--- config.mk ---
export PLATFORM = sky130hd
export DESIGN_NAME = mux_2to1_4bit
export DESIGN_NICKNAME = d
export VERILOG_FILES = /design/src/rtl/mux_2to1_4bit.sv
export SDC_FILE = /design/constraint.sdc
export NUM_CORES = 1
export LEC_CHECK = 0
export ABC_AREA = 1
export CAP_MARGIN = 25
export CORE_UTILIZATION = 44
export DETAILED_ROUTE_END_ITERATION = 7
export PLACE_DENSITY = 0.89
export SLEW_MARGIN = 20
export SYNTH_ARGS = -nofsm -noshare
export SYNTH_HDL_FRONTEND = slang
export SYNTH_SLANG_ARGS = --single-unit
--- constraint.sdc ---
create_clock -name clk -period 1.8 [get_ports clk]
set_input_delay 0.36 -clock clk [delete_from_list [all_inputs] [get_ports clk]]
set_output_delay 0.36 -clock clk [all_outputs]
set_load 0.02 [all_outputs]
--- src/rtl/mux_2to1_4bit.sv ---
// 2-to-1 word mux with a registered copy of the result.
// Also keeps a saturating count of select changes.
module mux_2to1_4bit #(
  parameter int WIDTH = 4,
  parameter int CNT_W = 8
) (
  output logic [WIDTH-1:0] Out,
  input  logic [WIDTH-1:0] a,
  input  logic [WIDTH-1:0] b,
  input  logic             s,
  input  logic             clk,
  input  logic             rst,
  output logic [WIDTH-1:0] Out_r,
  output logic             s_r,
  output logic [CNT_W-1:0] sel_changes
);

  localparam logic [CNT_W-1:0] CNT_ONE = CNT_W'(1);
  localparam logic [CNT_W-1:0] CNT_MAX = '1;

  assign Out = s ? b : a;

  always_ff @(posedge clk) begin
    if (rst) begin
      Out_r       <= '0;
      s_r         <= 1'b0;
      sel_changes <= '0;
    end else begin
      Out_r <= Out;
      s_r   <= s;
      // s_r is the select of the previous edge
      if ((s != s_r) && (sel_changes != CNT_MAX))
        sel_changes <= sel_changes + CNT_ONE;
    end
  end

endmodule

# After elaboration in Yosys (flattened, before gate mapping)
# Index checks and enable logic that the tools add are counted.
[op_classes]
eq_ne = 2
n_addsub = 1
n_reduce_logical = 1
muxes = 1
[ops]
columns = ["operator", "n"]
rows = [
  ["$add 8x1->8 const B", 1],
  ["$ne 8x8->1 const B", 1],
  ["$mux 4", 1],
  ["$logic_and 1x1->1", 1],
  ["$ne 1x1->1", 1],
]
[totals]
reg_bits = 13
inputBits = 11

# Longest topological paths before layout
# Gate-level depths: netlist of the first run.
[depth]
word_depth = 2
ltp_mapped = 8
ltp_nobuf = 8

# Worst setup path after synthesis of the first run
# No wires, ideal clock.
[synth_path]
kind = "register to register"
start = "reg sel_changes[0]"
end = "reg sel_changes[4]"
stages_incl_launch_ff = 8
setup_slack_ns = 0.438
path_buffers = 0
period_less_slack_ns = 1.362
arrival_time_ns = 1.295
setup_time_ns = 0.067
required_ns = 1.733
cell_sequence = "dfxtp_1 > ha_1 > nand2_1 > nor2_2 > nand2_4 > nand2_4 > nand2_1 > a21oi_2"
[synth_via]
elab_chain_cells = 2
elab_cells_between_ends = 3
classes_between = "1 x add/sub; 1 x eq/ne; 1 x reduce/logical"
[synth_lines]
columns = ["item", "line_no", "source"]
rows = [
  ["from (decl)", "15", "output logic [CNT_W-1:0] sel_changes"],
  ["from (signal assigned)", "33", "sel_changes <= sel_changes + CNT_ONE;"],
  ["branches (longest 2 deep; another with $add 8x1->8)", "-", ""],
]
# Parallel ways; which one is timed is not known.
# A chain may end at the register's enable or synchronous reset.

# Worst setup path in the final report of the first run
[layout_path]
start = "reg sel_changes[3]"
end = "out sel_changes[3]"
# No word-level cell between the ends.

==> impl_metrics.toml, run 1 <==
[finish]
diodes = 0
final_cells = 155
nets = 153
drive_gt1_share_pct = 18.57
final_area_um2 = 1069
area_growth_pct = 58.74
fillers = 99

[global_routing]
use_met1_pct = 27.18
antenna_found_initial = 0
grt_max_degree = 10
grt_pass1_vias = 672
grtUsageMet2_pct = 47.66
grt_pass1_wl_mm = 2.787
grt_use_met3_pct = 8.152
grt_usage_pct = 26.53
busiest_layer = "met2"
gr-total-overflow = 0

[timing]
slew_headroom_pct = 85.04
maxSlewViolCount = 0
rsz0062_at_grt = "false"
setup_viol = 0
final_hold_viol_count = 0
finalCriticalPeriod_ps = 1701
period_share_pct = 94.50
fmax_ghz = 0.5879
worst_pin_slew_ps = 223.7
fin_skew_ps = 1.778

[power_and_ir_drop]
vdd_drop_max_v = 0.0004677
power.density_nw_per_um2 = 592.5
leakage_nw = 0.4841

[clock_tree]
htree_num_levels = 1
root_buffer = "clkbuf_4"
cts_setup_buffers = 0
clk_latency_ps = 280
cts_sinks = 13
cts_tree = "yes"
cts_buffer_depth = 2
cts_resized = 5
clk_pin_slew_ps = 80
numCtsBuffers = 3
cts_hold_buffers = 0

[worst_setup_path]
path_max_fanout = 6
critPathTopFamily = "buffers and inverters"
crit_type = "reg2out"
cp.arrival_ps = 1340
required_ps = 1440
cp_cell_sequence = "clkdlybuf4s50_1"
crit_buf_inv = 1
cp_slowest_cell = "clkdlybuf4s50_1"
slowest_delay_ps = 640
critPathCaptureType = "output port"
worst_setup_path_start_kind = "flip-flop"

[logic_synthesis]
synth_adder_area_share_pct = 1.859
synth_cell_types = 17
synth_top_family_by_area = "simple AND/OR/NAND/NOR gates"
muxShareOfSynthArea_pct = 0
synth-seq-area-share_pct = 38.66
netlist_area_um2 = 673.1
synth_fp_nets = 110
ys_ff_latch = 13
yosys.area_share.simple_pct = 44.80
synth_xor_area_share_pct = 0
synth_compound_area_share_pct = 7.993
ys_warn_count = 0
syn_area_per_cell_um2 = 6.869
synthCells = 98

[routing]
wire_per_inst_um = 11.93
drc = 0
dr.first_iter.drc_count = 21
viasPerCell = 4.948
vias = 767
drtAntennaViolNets = 0
dr.pass1.iters = 4
drt-total-wl_mm = 1.849

[placement]
portBuffers = 27
dp.cells = 151
placed_cell_area_um2 = 1049
place.gp.congestion = 0.8131
dp_hpwl_mm = 1.451

[job]
drv_cap = 0

[die]
ios = 28
start_util_pct = 49.27
die_area_um2 = 1690
coreArea_um2 = 1366
num_rows = 13
die_h_um = 41.12
die_x_um = 41.12

[run_status]
status = "finished, final reports clean"

[min_path]
hp-class = "reg2reg"
==> cell usage in the layout (no fill, tap or decap), drive strengths merged <==
master / n
nand3: 9
o21ai: 1
clkbuf: 4
nand4: 1
a21oi: 9
nand2: 38
nand3b: 2
nor2: 12
clkdlybuf4s50: 22
buf: 12
inv: 11
dlygate4sd2: 5
dfxtp: 13
ha: 1
==> flip-flops by register name, indices dropped and copies added, names as in the netlist <==
| register | cells |
|---|---|
| s_r | 1 |
| sel_changes | 8 |
| Out_r | 4 |
==> logic make-up after synthesis <==
family | count (synthesis)
AO/OA/AOI/OAI | 10
AND/OR/NAND/NOR | 62
flip-flops | 13
adder cells (fa/ha/maj) | 1
buffers and inverters | 12
==> tightest hold or removal path, stage by stage, from the launching register on <==
cell and delay, ps:
dfxtp_1 340, nand2_1 80, a21oi_1 50
==> cell type report <==
| cell class | instances | area (um2) | share of cell area (%) |
|---|---|---|---|
| Sequential cell | 13 | 260.3 | 24.36 |
| Clock buffer | 4 | 26.28 | 2.459 |
| Multi-Input combinational cell | 73 | 367.9 | 34.43 |
| Timing Repair Buffer | 39 | 354.1 | 33.14 |
| Tap cell | 15 | 18.77 | 1.756 |
| Inverter | 11 | 41.29 | 3.864 |
==> synthesized netlist by cell type <==
cell type	n	share of area, %
inv_2	1	0.56
a21oi_1	8	5.9
nor2_2	1	0.93
a21oi_2	1	1.3
dfxtp_1	13	39
nand2_2	3	2.8
nor2_1	9	5.0
clkbuf_1	1	0.56
nand3_1	9	6.7
nand3b_1	2	2.2
ha_1	1	1.9
o21ai_0	1	0.74
inv_1	10	5.6
nor2_4	2	3.3
nand4_1	1	0.93
nand2_1	32	18
nand2_4	3	5.0
==> worst paths after layout <==
kind                  startpoint        endpoint  slack, ps  cells past startpoint
setup / recovery  sel_changes[3]  sel_changes[3]        100                      1
hold / removal    sel_changes[1]  sel_changes[1]        510                      2
setup reg to reg  sel_changes[0]  sel_changes[0]        430                      7
hold reg to reg   sel_changes[1]  sel_changes[1]        510                      2
==> layer usage <==
layer	routed length, um	vias up	share of wire, %
li1	-	396	-
met1	785	347	42
met2	934	18	51
met3	80	6	4.3
met4	48	0	2.6
met5	0	-	0
==> power breakdown <==
group / total, mW / switching, mW / internal [mW]
clock: 0.183 / 0.0971 / 0.0862
combinational: 0.145 / 0.0712 / 0.0734
sequential: 0.305 / 0.00701 / 0.298
total: 0.633 / 0.175 / 0.458
==> metrics by stage <==
stage / power [mW] / worst slack [ps] / hold WS, ps / util (%) / setup TNS [ps]
6_report: 0.6331 / 98.96 / 512.4 / 78.21 / 0
5_1_grt: 0.6599 / 30.64 / 531.4 / 78.21 / 0
4_1_cts: 0.6396 / 91.52 / 511.7 / 78.21 / 0
3_5_place_dp: 0.4613 / -314.6 / 496.0 / 76.74 / -1176
3_3_place_gp: 0.4566 / -262.3 / 482.5 / 76.74 / -1019
2_1_floorplan: 0.3755 / 437.9 / 503.1 / - / 0
No activity file was read; power rests on OpenSTA's default activity.
==> inputs of run 2 (changes only) <==
HOLD_SLACK_MARGIN = 0.08   (was not set)
==> results of run 2 <==
Same layout as run 1: the final DEF is identical, and so are final timing and power.
==> inputs of run 3 (changes only) <==
ABC_AREA = not set   (was 1)
CORE_UTILIZATION = 41   (was 44)
PLACE_DENSITY = 0.88   (was 0.89)
==> run 3 against run 2 <==
Worst hold slack got worse by 9.7 ps; critical path depth rose by 2; flip-flop and latch count did not move; clock-buffer cell count did not move; die area fell by 7.1%; wire length fell by 32%; clock power fell by 4%; clock skew barely moved; area after synthesis fell by 14%; sequential power rose by 2%; highest routed layer unchanged.
==> impl_metrics.toml, run 3 <==
[finish]
drive_gt1_share_pct = 14.61
nets = 102
final_cells = 104
final_common_cell = "clkdlybuf4s50_1"
final_core_util_pct = 69.13
top_regs = "sel_changes (8), Out_r (4), s_r (1)"
regMostFlops = "sel_changes"
final_cell_mix = "clkdlybuf4s50_1, dfxtp_1, a21oi_1"
largest_register_ffs = 8
diodes = 0
area_growth_pct = 54.96

[logic_synthesis]
synth-main-ff-cell = "dfxtp_1"
synth_fp_nets = 69
muxShareOfSynthArea_pct = 7.759
synth_edf_count = 0
synth_adder_area_share_pct = 2.155
netlist_top_cells_area = "dfxtp_1, mux2_2, nor2b_1"
synthTopCellsByCount = "dfxtp_1, a21oi_1, nor2b_1, mux2_2"
ys_ff_latch = 13
synth-seq-area-share_pct = 44.83
ys_warn_count = 0
synth_cell_types = 25
syn_area_per_cell_um2 = 10.19
yosys.area_share.simple_pct = 19.18
netlist_area_um2 = 580.6
synth_compound_area_share_pct = 15.30
synth_top_family_by_area = "simple AND/OR/NAND/NOR gates"
synth_top_area_share_pct = 44.83
synthArstFlopShare_pct = 0
synthCells = 57
yosysMostFrequentCell = "dfxtp_1"
synth_top_area_cell = "dfxtp_1"
synth_xor_area_share_pct = 6.250

[global_routing]
grt_max_degree = 9
grt_usage_pct = 21.66
grt_pass1_vias = 535
antenna_found_initial = 0
gr-total-overflow = 0
grt_pass1_wl_mm = 2.125

[timing]
tns_ps = 0
maxSlewViolCount = 0
rsz0062_at_grt = "false"
period_share_pct = 96.04
slew_headroom_pct = 79.71
worst_pin_slew_ps = 301.2
fmax_ghz = 0.5785
finalCriticalPeriod_ps = 1729
setup_viol = 0
fin_skew_ps = 1.967
final_hold_viol_count = 0

[worst_setup_path]
rrSetupSlack_ps = 410
worst_setup_path_start_kind = "input port"
reg2reg_depth = 5
crit_type = "in2out"
r2r-start = "sel_changes[0]"
path_max_fanout = 5
r2r_end = "sel_changes[0]"
critPathCaptureType = "output port"
required_ps = 1440
cp.arrival_ps = 1370

[clock_tree]
htree_num_levels = 1
numCtsBuffers = 3
cts_sinks = 13
cts_tree = "yes"
clk_pin_slew_ps = 70
cts_hold_buffers = 0
cts_setup_buffers = 0
clk_latency_ps = 280
cts_buffer_depth = 2
root_buffer = "clkbuf_4"

[min_path]
holdPathStages = 2
hp-class = "reg2reg"
worstHoldStart = "sel_changes[1]"
hold_end = "sel_changes[1]"

[routing]
viasPerCell = 5.308
vias = 552
dr.pass1.iters = 3
drtAntennaViolNets = 0
dr.first_iter.drc_count = 3
wire_per_inst_um = 12.05
drc = 0
drt-total-wl_mm = 1.253

[power_and_ir_drop]
vdd_drop_max_v = 0.0004226
power.density_nw_per_um2 = 691.2
leakage_nw = 0.3620

[die]
die_x_um = 39.63
start_util_pct = 44.62
coreArea_um2 = 1301
die_h_um = 39.63
die_area_um2 = 1571
num_rows = 13
ios = 28

[placement]
portBuffers = 27
dp_hpwl_mm = 1.038
place.gp.congestion = 0.7822
dp.cells = 100

[job]
drv_cap = 0

[run_status]
status = "finished, final reports clean"
==> run 3: changes by cell type after synthesis, sizes merged, moves of 4 or more <==
| cell | change |
|---|---|
| inv | -10 |
| nor2 | -11 |
| mux2 | +4 |
| nand3 | -6 |
| nor2b | +5 |
| nand2 | -36 |
==> run 3: critical path, stage by stage <==
cell and delay [ps]:
dlygate4sd2_1 310, mux2_2 370, dlygate4sd2_1 330
==> run 3: per-stage QoR <==
stage / hold slack, ps / worst slack [ps] / power, mW / area (um2)
2_1_floorplan: 431.6 / 391.0 / 0.3852 / 580.6
3_3_place_gp: 477.6 / -389.7 / 0.4557 / 877.1
4_1_cts: 506.1 / 62.18 / 0.6307 / 897.1
3_5_place_dp: 494.1 / -429.7 / 0.4592 / 877.1
5_1_grt: 534.3 / 11.04 / 0.6623 / 899.6
6_report: 502.7 / 71.31 / 0.6218 / 899.6
==> run 3: where the power goes <==
group	switching [mW]	leakage (nW)	internal (mW)
clock	0.0903	0.0150	0.0860
sequential	0.0102	0.107	0.301
combinational	0.0605	0.241	0.0733
==> run 3: logic make-up after synthesis <==
group | after synthesis
buffers and inverters | 4
AO/OA/AOI/OAI | 14
multiplexers | 4
flip-flops | 13
adder cells (fa/ha/maj) | 1
XOR/XNOR | 2
AND/OR/NAND/NOR | 19
==> run 3: how the worst max path moves through the flow <==
stage | from | endpoint | slack (ps)
2_1_floorplan | sel_changes[0] | sel_changes[0] | 390
3_3_place_gp | s | Out[3] | -390
3_5_place_dp | s | Out[1] | -430
4_1_cts | s | Out[1] | 60
5_1_grt | s_r | s_r | 10
6_report | s | Out[1] | 70
==> run 3: area by class of cell <==
| cell class | count | area (um2) |
|---|---|---|
| Timing Repair Buffer | 31 | 296.5 |
| Sequential cell | 13 | 260.3 |
| Clock buffer | 4 | 26.28 |
| Multi-Input combinational cell | 40 | 294.0 |
| Fill cell | 115 | 401.6 |
| Inverter | 1 | 3.754 |
| Tap cell | 15 | 18.77 |
==> run 3: repair_timing <==
action,in CTS,in global routing
gates resized for setup,5,1
setup endpoints to repair,4,1
gates cloned,0,0
==> run 3: per-layer routing <==
metal  up-vias  part of all wire (%)  track usage (%)
met3         2                    11            13.07
met1       247                    36            17.99
met2        29                    52            39.34
li1        274                     -                -
met5         -                     0                0
met4         0                  0.64            10.34
